<file path="config.mk">
export PLATFORM = sky130hd
export DESIGN_NAME = sync_fifo_flags
export DESIGN_NICKNAME = d
export VERILOG_FILES = /design/src/rtl/sync_fifo_flags.sv
export SDC_FILE = /design/constraint.sdc
export NUM_CORES = 1
export LEC_CHECK = 0
export CAP_MARGIN = 30
export CORE_ASPECT_RATIO = 1.75
export CORE_UTILIZATION = 55
export DETAILED_ROUTE_END_ITERATION = 10
export GPL_TIMING_DRIVEN = 0
export PLACE_DENSITY = 0.81
export SKIP_CTS_REPAIR_TIMING = 1
export SYNTH_ARGS = -nofsm -noshare
export SYNTH_HDL_FRONTEND = slang
export SYNTH_SLANG_ARGS = --single-unit
</file>
<file path="constraint.sdc">
create_clock -name clk -period 4.55 [get_ports clk]
set_input_delay 0.91 -clock clk [delete_from_list [all_inputs] [get_ports clk]]
set_output_delay 0.91 -clock clk [all_outputs]
set_load 0.05 [all_outputs]
</file>
<file path="src/rtl/sync_fifo_flags.sv">
// Single-clock FIFO with occupancy count, programmable almost-full/almost-empty
// thresholds, sticky overflow/underflow flags and a registered read-valid strobe.
module sync_fifo_flags #(
   parameter int DATA_WIDTH = 8,
   parameter int DEPTH      = 16,
   parameter int AF_LEVEL   = 14,
   parameter int AE_LEVEL   = 2,
   localparam int AW        = $clog2(DEPTH)
) (
   input  logic                  clk,
   input  logic                  rst,
   input  logic                  wr_en,
   input  logic [DATA_WIDTH-1:0] wr_data,
   input  logic                  rd_en,
   output logic [DATA_WIDTH-1:0] rd_data,
   output logic                  rd_valid,
   output logic                  full,
   output logic                  empty,
   output logic                  almost_full,
   output logic                  almost_empty,
   output logic [AW:0]           count,
   output logic                  overflow,
   output logic                  underflow,
   input  logic                  clr_err
);

   localparam logic [AW:0] DEPTH_CNT = DEPTH[AW:0];
   localparam logic [AW:0] AF_CNT    = AF_LEVEL[AW:0];
   localparam logic [AW:0] AE_CNT    = AE_LEVEL[AW:0];
   localparam logic [AW:0] ONE       = {{AW{1'b0}}, 1'b1};

   logic [DATA_WIDTH-1:0] mem [DEPTH];
   logic [AW:0]           wr_ptr;
   logic [AW:0]           rd_ptr;
   logic [AW:0]           count_r;
   logic                  wr_ok;
   logic                  rd_ok;

   // Flags and acceptance are decoded from the registered count only,
   // so every output changes strictly on clock edges.
   assign full         = (count_r == DEPTH_CNT);
   assign empty        = (count_r == '0);
   assign almost_full  = (count_r >= AF_CNT);
   assign almost_empty = (count_r <= AE_CNT);
   assign count        = count_r;

   assign wr_ok = wr_en & ~full;
   assign rd_ok = rd_en & ~empty;

   always_ff @(posedge clk) begin
      if (!rst && wr_ok) begin
         mem[wr_ptr[AW-1:0]] <= wr_data;
      end
   end

   always_ff @(posedge clk) begin
      if (rst) begin
         wr_ptr   <= '0;
         rd_ptr   <= '0;
         count_r  <= '0;
         rd_data  <= '0;
         rd_valid <= 1'b0;
      end else begin
         rd_valid <= rd_ok;
         if (wr_ok) begin
            wr_ptr <= wr_ptr + ONE;
         end
         if (rd_ok) begin
            rd_ptr  <= rd_ptr + ONE;
            rd_data <= mem[rd_ptr[AW-1:0]];
         end
         case ({wr_ok, rd_ok})
            2'b10:   count_r <= count_r + ONE;
            2'b01:   count_r <= count_r - ONE;
            default: count_r <= count_r;
         endcase
      end
   end

   // A new error in the same cycle as clr_err wins because its assignment comes last.
   always_ff @(posedge clk) begin
      if (rst) begin
         overflow  <= 1'b0;
         underflow <= 1'b0;
      end else begin
         if (clr_err) begin
            overflow  <= 1'b0;
            underflow <= 1'b0;
         end
         if (wr_en && full) begin
            overflow <= 1'b1;
         end
         if (rd_en && empty) begin
            underflow <= 1'b1;
         end
      end
   end

endmodule

</file>
==> impl_metrics.py <==
metrics = {
    "run_status": {
        "status": "finished clean",
    },
    "worst_setup_path": {
        "path_max_fanout": 6,
        "worst-setup-path-type": "input pin to flop",
        "cp_top_family": "adder cells",
        "path_buf_inv": 2,
        "start_kind": "input pin",
        "cp-end-kind": "flop",
        "path_cells": "clkdlybuf4s50_1 -> o21a_1 -> inv_2 -> ha_1 -> fa_1 -> a21o_1 -> a21oi_1 -> mux2i_1 -> mux2_2",
        "critical_path_arrival_ps": 3640,
        "crit_required_ps": 4850,
        "slowest_stage": "clkdlybuf4s50_1",
        "cpPeakStageDelay_ps": 530,
    },
    "sta": {
        "clock.fmax_mhz": 300,
        "setup_violations": 0,
        "tightest_slew_ps": 869,
        "skew_ps": 6.77,
        "max_slew_margin_pct": 41.9,
        "post-route-min-period_ps": 3330,
        "drv_slew": 0,
        "fin_tns_setup_ps": 0,
        "rsz0062_at_grt": "false",
        "hold_violations": 0,
        "min_period_over_period_pct": 73.3,
    },
    "synthesis": {
        "yosys_register_bits": 152,
        "yosysWarnings": 0,
        "avgSynthCellArea_um2": 15.4,
        "seq_area_frac_synth_pct": 70.4,
        "synth_nets": 421,
        "synth_cell_types": 36,
        "synth_cells": 398,
        "syn_area_um2": 6140,
    },
    "global_route": {
        "antenna_found_initial": 0,
        "grt_max_degree": 17,
        "track_usage_pct": 26.1,
        "overflow": 0,
        "grt_pass1_vias": 3750,
        "grt_pass1_wl_mm": 20.8,
    },
    "die": {
        "rows": 50,
        "core_region_area_um2": 10800,
        "ios": 33,
        "start_util_pct": 57.1,
        "dieArea_um2": 11600,
        "die_h_um": 142,
        "die_w_um": 81.9,
    },
    "clock_tree": {
        "cts.path.max_buffers": 2,
        "cts_inserted_buffers": 17,
        "htreeDepth": 4,
        "clkTransAtPathRegs_ps": 60,
        "clockRootBuffer": "clkbuf_16",
        "cts_tree": "yes",
        "clk_latency_ps": 420,
        "cts.sinks": 152,
    },
    "finish": {
        "nets": 472,
        "n_antenna_cell": 0,
        "num-fill-cells": 739,
        "fin_cells": 592,
        "syn2layout_area_growth_pct": 17.5,
        "drive_above_1_share_pct": 13.0,
    },
    "route": {
        "drt_pass1_iterations": 4,
        "wire_per_inst_um": 23.2,
        "wirelength_mm": 13.7,
        "route.vias.total": 3633,
        "drcViolationCount": 0,
        "viasPerCell": 6.14,
        "ant_nets": 0,
        "drt_iter0_markers": 220,
    },
    "place": {
        "dp_cells": 560,
        "gp_congestion": 0.860,
        "port_buffers": 32,
        "place.detailed.hpwl_mm": 9.44,
    },
    "pwr": {
        "power_density_nw_per_um2": 570,
        "ir_worst_vdd_mv": 0.605,
        "leakage_uw": 0.00232,
    },
    "hold_path": {
        "hp-class": "flop to flop",
    },
    "run": {
        "maxCapViolCount": 0,
    },
}
-- cell usage after synthesis --
cell,count,area (um^2)
edfxtp_1,128,3840
mux2i_1,67,671
nor2_1,42,158
o22ai_1,32,200
dfxtp_1,24,480
buf_2,10,50.1
ha_1,9,113
a211oi_2,8,100
nor4_1,8,50.1
a21oi_1,6,30.0
clkbuf_1,6,22.5
nand2_1,6,22.5
xor2_1,6,52.6
nand3b_1,5,37.5
nor2b_1,5,31.3
buf_4,4,30.0
o211ai_1,3,22.5
or3_1,3,18.8
or3b_1,3,26.3
xnor2_1,3,26.3
a21o_1,2,15.0
and3_1,2,12.5
inv_1,2,7.51
o21a_1,2,15.0
a211oi_1,1,7.51
a31o_2,1,8.76
buf_6,1,11.3
fa_1,1,20.0
inv_2,1,3.75
mux2_2,1,11.3
nand2b_1,1,6.26
nand3_1,1,5.00
o211ai_2,1,12.5
o31ai_1,1,7.51
or2_1,1,6.26
or3b_2,1,8.76
-- final cells by class --
cell class	count	area [um^2]	area share, %
Sequential cell	152	4320	59.9
Multi-Input combinational cell	222	1700	23.5
Clock inverter	15	166	2.31
Timing Repair Buffer	32	320	4.44
Buffer	21	114	1.58
Tap cell	130	163	2.25
Inverter	3	11.3	0.156
Clock buffer	17	425	5.89
-- per-layer routing --
layer  vias to the layer above  track usage [%]  wire [um]
li1                       1635                -          -
met3                        44             6.56        651
met4                         0             17.4        745
met1                      1800             27.4       4820
met5                         -                0          0
met2                       154             44.5       7510
-- cell families after synthesis --
family          synth area share [%]
compound gates                  6.82
xor+xnor                        1.28
fa+ha+maj                       2.16
buf+inv                         2.04
flops                           70.4
mux                             11.1
simple gates                    6.23
-- worst min-delay path, cell delays in order (launching register included) --
cell and delay [ps]:
dfxtp_1 350, nand2_1 70, a21oi_1 50
-- cell usage in the layout, fill, tap and decap left out, types with 2 or more instances in the layout --
cell type	count
buf_2	10
clkinvlp_4	3
o21a_1	2
inv_1	2
xnor2_1	3
and3_1	2
a21oi_1	6
mux2i_1	67
nor2_1	42
nor2b_1	5
nor4_1	8
bufinv_16	2
dfxtp_1	24
clkbuf_16	17
xor2_1	6
ha_1	9
o22ai_1	32
o211ai_1	3
nand2_1	6
clkinv_4	4
a211oi_2	8
clkdlybuf4s50_1	32
edfxtp_1	128
buf_4	4
or3b_1	3
clkbuf_1	6
inv_6	5
or3_1	3
nand3b_1	5
a21o_1	2
-- final timing paths --
path	from	endpoint	slack, ps	cells past startpoint
worst min-delay path	wr_ptr[1]	wr_ptr[1]	510	2
worst max-delay path	wr_en	count[4]	1220	9
worst max register to register	count[0]	count[4]	1270	10
worst min register to register	wr_ptr[1]	wr_ptr[1]	510	2
-- where the power goes --
group | total, uW | switching (uW) | leakage, uW | internal [uW]
sequential | 1660 | 65.7 | 0.00135 | 1600
combinational | 1060 | 696 | 0.000690 | 363
clock | 1390 | 577 | 0.000281 | 817
-- stage by stage --
stage | cell area, um^2 | util, % | power [uW] | setup WS, ps | hold slack, ps
after detailed placement | 6630 | 61.6 | 2730 | 817 | 506
after global placement | 6630 | 61.6 | 2700 | 870 | 499
final | 7220 | 67.1 | 4110 | 1220 | 512
after CTS | 7220 | 67.1 | 4120 | 1250 | 515
after global routing | 7220 | 67.1 | 4250 | 1140 | 546
after floorplan | 6140 | - | 2400 | 1460 | 477
-- state kept, by name, indices dropped and copies added (netlist names) --
signal     count
mem          128
rd_valid       1
wr_ptr         4
rd_data        8
rd_ptr         4
underflow      1
overflow       1
count          5
Note: power is estimated with default switching activity, not from simulation.
